<file path="config.mk">
export PLATFORM = sky130hd
export DESIGN_NAME = vec_mem_initiator
export DESIGN_NICKNAME = d
export VERILOG_FILES = /design/src/rtl/vec_mem_initiator.sv
export SDC_FILE = /design/constraint.sdc
export NUM_CORES = 1
export LEC_CHECK = 0
export BUFFER_PORTS_ARGS = -buffer_cell sky130_fd_sc_hd__buf_2
export CORE_MARGIN = 1.5
export CORE_UTILIZATION = 53
export DETAILED_ROUTE_END_ITERATION = 8
export GPL_TIMING_DRIVEN = 0
export PLACE_DENSITY = 0.95
export SYNTH_ARGS = -nofsm -noshare
export SYNTH_HDL_FRONTEND = slang
export SYNTH_SLANG_ARGS = --single-unit
</file>
<file path="constraint.sdc">
create_clock -name clk -period 11.2 [get_ports clk]
set_input_delay 1.12 -clock clk [delete_from_list [all_inputs] [get_ports clk]]
set_output_delay 1.12 -clock clk [all_outputs]
set_load 0.05 [all_outputs]
</file>
<file path="src/rtl/vec_mem_initiator.sv">
// Word-vector mover between a local word array and a PicoRV32-style native memory port.
// Define VEC_MEM_INITIATOR_BOUNDS_EN to reject transfers that leave the MEM_BYTES window.
module vec_mem_initiator #(
   parameter int MAX_WORDS = 16,
   parameter int MEM_BYTES = 1024
) (
   input  logic                         clk,
   input  logic                         reset,
   input  logic                         cmd_valid,
   output logic                         cmd_ready,
   input  logic                         cmd_store,
   input  logic [31:0]                  cmd_base,
   input  logic [8:0]                   cmd_nwords,
   output logic [$clog2(MAX_WORDS)-1:0] st_rd_idx,
   input  logic [31:0]                  st_rd_data,
   output logic                         ld_wr_en,
   output logic [$clog2(MAX_WORDS)-1:0] ld_wr_idx,
   output logic [31:0]                  ld_wr_data,
   output logic                         mem_valid,
   input  logic                         mem_ready,
   output logic [31:0]                  mem_addr,
   output logic [31:0]                  mem_wdata,
   output logic [3:0]                   mem_wstrb,
   input  logic [31:0]                  mem_rdata,
   output logic                         done,
   output logic                         err
);

   localparam int IDX_W = $clog2(MAX_WORDS);

   typedef enum logic [1:0] {
      IDLE = 2'd0,
      REQ  = 2'd1,
      GAP  = 2'd2,
      DONE = 2'd3
   } state_t;

   state_t             state_r, state_s;
   logic               store_r;
   logic [31:0]        addr_r;
   logic [8:0]         count_r;
   logic [8:0]         idx_r;
   logic               cmd_ready_r, mem_valid_r, done_r, ld_wr_en_r;
   logic [31:0]        mem_wdata_r, ld_wr_data_r;
   logic [3:0]         mem_wstrb_r;
   logic [IDX_W-1:0]   ld_wr_idx_r;

   logic [8:0]         count_s;
   logic [31:0]        waddr_s;
   logic               accept_s, hs_s, last_s, oob_s;

   assign count_s  = (cmd_nwords > 9'(MAX_WORDS)) ? 9'(MAX_WORDS) : cmd_nwords;
   assign waddr_s  = cmd_base & 32'hFFFF_FFFC;
   assign accept_s = (state_r == IDLE) && cmd_valid;
   assign hs_s     = (state_r == REQ) && mem_ready;
   assign last_s   = ((idx_r + 9'd1) == count_r);

`ifdef VEC_MEM_INITIATOR_BOUNDS_EN
   logic [32:0] end_s;
   logic        err_r;
   assign end_s = {1'b0, waddr_s} + {22'd0, count_s, 2'b00};
   assign oob_s = (end_s > 33'(MEM_BYTES));
   assign err   = err_r;

   // Error pulse coincides with the done pulse of a rejected command.
   always_ff @(posedge clk or posedge reset) begin
      if (reset) begin
         err_r <= 1'b0;
      end else begin
         err_r <= accept_s && oob_s;
      end
   end
`else
   assign oob_s = 1'b0;
   assign err   = 1'b0;
`endif

   // State register.
   always_ff @(posedge clk or posedge reset) begin
      if (reset) begin
         state_r <= IDLE;
      end else begin
         state_r <= state_s;
      end
   end

   // Next-state decode; empty or rejected commands skip straight to DONE.
   always_comb begin
      state_s = state_r;
      case (state_r)
         IDLE: begin
            if (cmd_valid) begin
               if ((count_s == 9'd0) || oob_s) begin
                  state_s = DONE;
               end else begin
                  state_s = REQ;
               end
            end else begin
               state_s = IDLE;
            end
         end
         REQ: begin
            if (mem_ready) begin
               state_s = last_s ? DONE : GAP;
            end else begin
               state_s = REQ;
            end
         end
         GAP:     state_s = REQ;
         DONE:    state_s = IDLE;
         default: state_s = IDLE;
      endcase
   end

   // Transfer bookkeeping and registered outputs, all derived from the next state.
   always_ff @(posedge clk or posedge reset) begin
      if (reset) begin
         store_r      <= 1'b0;
         addr_r       <= 32'd0;
         count_r      <= 9'd0;
         idx_r        <= 9'd0;
         cmd_ready_r  <= 1'b1;
         mem_valid_r  <= 1'b0;
         done_r       <= 1'b0;
         mem_wdata_r  <= 32'd0;
         mem_wstrb_r  <= 4'b0000;
         ld_wr_en_r   <= 1'b0;
         ld_wr_idx_r  <= '0;
         ld_wr_data_r <= 32'd0;
      end else begin
         cmd_ready_r <= (state_s == IDLE);
         mem_valid_r <= (state_s == REQ);
         done_r      <= (state_s == DONE);
         ld_wr_en_r  <= 1'b0;
         if (accept_s) begin
            store_r     <= cmd_store;
            addr_r      <= waddr_s;
            count_r     <= count_s;
            idx_r       <= 9'd0;
            mem_wstrb_r <= cmd_store ? 4'b1111 : 4'b0000;
         end else if (hs_s) begin
            idx_r  <= idx_r + 9'd1;
            addr_r <= addr_r + 32'd4;
            if (!store_r) begin
               ld_wr_en_r   <= 1'b1;
               ld_wr_idx_r  <= idx_r[IDX_W-1:0];
               ld_wr_data_r <= mem_rdata;
            end
         end
         // st_rd_idx already points at the word about to be requested.
         if ((state_s == REQ) && (state_r != REQ)) begin
            mem_wdata_r <= st_rd_data;
         end
      end
   end

   assign st_rd_idx  = (state_r == IDLE) ? '0 : idx_r[IDX_W-1:0];
   assign cmd_ready  = cmd_ready_r;
   assign mem_valid  = mem_valid_r;
   assign mem_addr   = addr_r;
   assign mem_wdata  = mem_wdata_r;
   assign mem_wstrb  = mem_wstrb_r;
   assign ld_wr_en   = ld_wr_en_r;
   assign ld_wr_idx  = ld_wr_idx_r;
   assign ld_wr_data = ld_wr_data_r;
   assign done       = done_r;

endmodule

</file>
==> impl_metrics.yaml <==
outcome:
  status: "completed"
critical_path:
  worst_ep_required_time_ns: 10.08
  r2r_slack_ns: 8.88
  arrival_ns: 1.73
  r2r_end: "done"
  endpoint: "st_rd_idx[0]"
  cp-end-kind: "primary output"
  path_class: "flop to primary output"
  start_kind: "flop"
  ff2ff_path_depth: 8
  worstPathMaxFanout: 10
  setup.worst_path.start: "state_r[0]"
  r2r_start: "idx_r[0]"
synthesis:
  syn_inst: 489
  synth-seq-area-share: 0.5315
  ys_types: 57
  synthArstFlopShare: 1.000
  synth-seq-cells: 123
  synth_edf_count: 0
  syn_area_per_cell_um2: 11.85
  synth_ff_type: "dfrtp_1"
  yosysWarnings: 0
  synth_area_um2: 5793
power_and_ir_drop:
  powerDensity_nw_per_um2: 366.7
  p_sw_uw: 1393
  p_comb_frac: 0.515
  clock_power_share: 0.201
  leakagePower_uw: 0.003788
  internal_power_uw: 1432
  switching_share: 0.4931
  pwr-share-seq: 0.284
  peakVddDrop_v: 0.0002819
route:
  detail-route-antenna-nets: 0
  vias_per_cell: 5.501
  routed_wl_um: 16320
  vias: 4824
  first_iter_violations: 376
  drc: 0
  dr.pass1.iters: 5
  wire_per_inst_um: 18.61
cts:
  clockBufferDepth: 2
  cts_made_buffers: 17
  clk_latency_ns: 0.52
  post-cts-setup-buffers: 0
  clk_pin_slew_worst_paths_ns: 0.06
  cts_htree_levels: 4
  hold_buffers: 0
  cts_root_buf: "clkbuf_8"
  cts_resized: 0
  cts_sinks: 123
  cts_tree: "done"
placed_design:
  dp_hpwl_um: 11280
  place_inst: 845
  io_buffers: 217
  place_ws_ns: 8.283
  place_congestion: 0.8503
timing:
  whs_ns: 0.4981
  fin_crit_sh: 0.2548
  setup_slack_ns: 8.346
  clock_skew_ns: 0.008437
  setup_viol: 0
  rsz0062_at_grt: "false"
  fmax_mhz: 350.4
  tns_ns: 0
  maxSlewViolCount: 0
  hold_viol_final: 0
  slew_headroom: 0.6512
  worst_pin_slew_ns: 0.5233
  final.min_clock_period_ns: 2.854
floorplanning:
  dieWidth_um: 107.6
  fp.dieArea_um2: 11570
  initial_core_util: 0.5537
  fp.dieH_um: 107.6
  rows: 37
  coreArea_um2: 10460
  pin_count: 223
final_layout:
  drive_gt1_frac: 0.4865
  final_cells: 877
  area_delta_synth_final_pct: 32.96
  final_nets: 840
worst_hold_path:
  min_path_type: "flop to flop"
global_route:
  grt_pass1_wl_um: 24790
  grt_pass1_vias: 4631
  grt_overflow: 0
  grt_usage: 0.2862
  grt_start_max_net_pins: 83
  antenna_found_initial: 1
run:
  cap_violations: 0
[cells in the final DEF, fill, tap and decap left out, types with 16 or more instances in the layout]
| cell type | n |
|---|---|
| buf_2 | 225 |
| dfrtp_1 | 122 |
| nand2_1 | 56 |
| mux2_2 | 39 |
| o21ai_0 | 32 |
| mux2_4 | 30 |
| nor2_1 | 24 |
| xnor2_1 | 21 |
| nand3_1 | 18 |
| clkbuf_16 | 16 |
[cell type report]
class,count,area [um^2]
Inverter,7,31.28
Multi-Input combinational cell,327,2471
Clock buffer,17,414.1
Sequential cell,123,3079
Fill cell,736,2760
Clock inverter,14,196.4
Buffer,34,224.0
Timing Repair Buffer,218,1114
Antenna cell,1,2.502
Tap cell,136,170.2
[through the flow]
stage / instance area, um^2 / total power [uW] / utilization
4_1_cts: 7700 / 2833 / 0.7359
2_1_floorplan: 5801 / 1889 / -
3_3_place_gp: 7057 / 2189 / 0.6745
5_1_grt: 7702 / 2943 / 0.7362
3_5_place_dp: 7089 / 2238 / 0.6776
6_report: 7702 / 2825 / 0.7362
[worst min path at each step]
| stage | slack [ns] | cells after the start | to | startpoint |
|---|---|---|---|---|
| after floorplan | 0.46 | 2 | count_r[3] | count_r[3] |
| after global placement | 0.48 | 2 | count_r[3] | count_r[3] |
| after detailed placement | 0.49 | 2 | count_r[2] | count_r[2] |
| after CTS | 0.50 | 2 | count_r[2] | count_r[2] |
| after global routing | 0.52 | 1 | ld_wr_idx[3] | ld_wr_idx[3] |
| final | 0.50 | 1 | ld_wr_data[27] | ld_wr_data[27] |
[worst max-delay path, cell delays in order, from the launching register on]
cell	delay (ns)
dfrtp_1	0.37
buf_4	0.17
nor2_1	0.36
nor2b_1	0.09
buf_2	0.23
[cell usage after synthesis (8+ instances only)]
| library cell | n | share of area |
|---|---|---|
| clkbuf_1 | 11 | 0.0071 |
| and2_1 | 8 | 0.0086 |
| mux2_4 | 30 | 0.078 |
| nand3_1 | 18 | 0.016 |
| buf_4 | 10 | 0.013 |
| dfrtp_1 | 122 | 0.53 |
| xor2_1 | 8 | 0.012 |
| buf_2 | 8 | 0.0069 |
| o21ai_0 | 32 | 0.028 |
| mux2_2 | 39 | 0.076 |
| xnor2_1 | 21 | 0.032 |
| nand2_1 | 56 | 0.036 |
| nor2_1 | 24 | 0.016 |
[state kept, by name, summed over array words and instances (netlist names), 2 cells and up]
signal	cells
mem_addr	30
mem_wdata	32
idx_r	9
ld_wr_idx	4
count_r	9
state_r	2
ld_wr_data	32
[power groups by stage]
stage / registers (uW) / clock network [uW] / logic, uW
2_1_floorplan: 1410 / 0 / 480
3_3_place_gp: 777 / 0 / 1410
3_5_place_dp: 797 / 0 / 1440
4_1_cts: 799 / 574 / 1460
5_1_grt: 823 / 599 / 1520
6_report: 803 / 568 / 1450
[cells by family after synthesis]
kind of cell               share of synthesized area
and+or+nand+nor                               0.1397
other                                      0.0006473
adders and majority gates                   0.004319
DFF                                           0.5315
muxes                                         0.1536
xor gates and xnor gates                     0.04385
buffers and inverters                        0.04320
AOI/OAI and AO/OA                            0.08315
[metal layers]
layer	vias up	routed length, um	global-route usage
met3	34	1111	0.08111
met1	2385	6502	0.3460
li1	2190	-	-
met2	215	8312	0.4904
met5	-	0	0
met4	0	392	0.09962
Note: power is estimated with default switching activity, not from simulation.
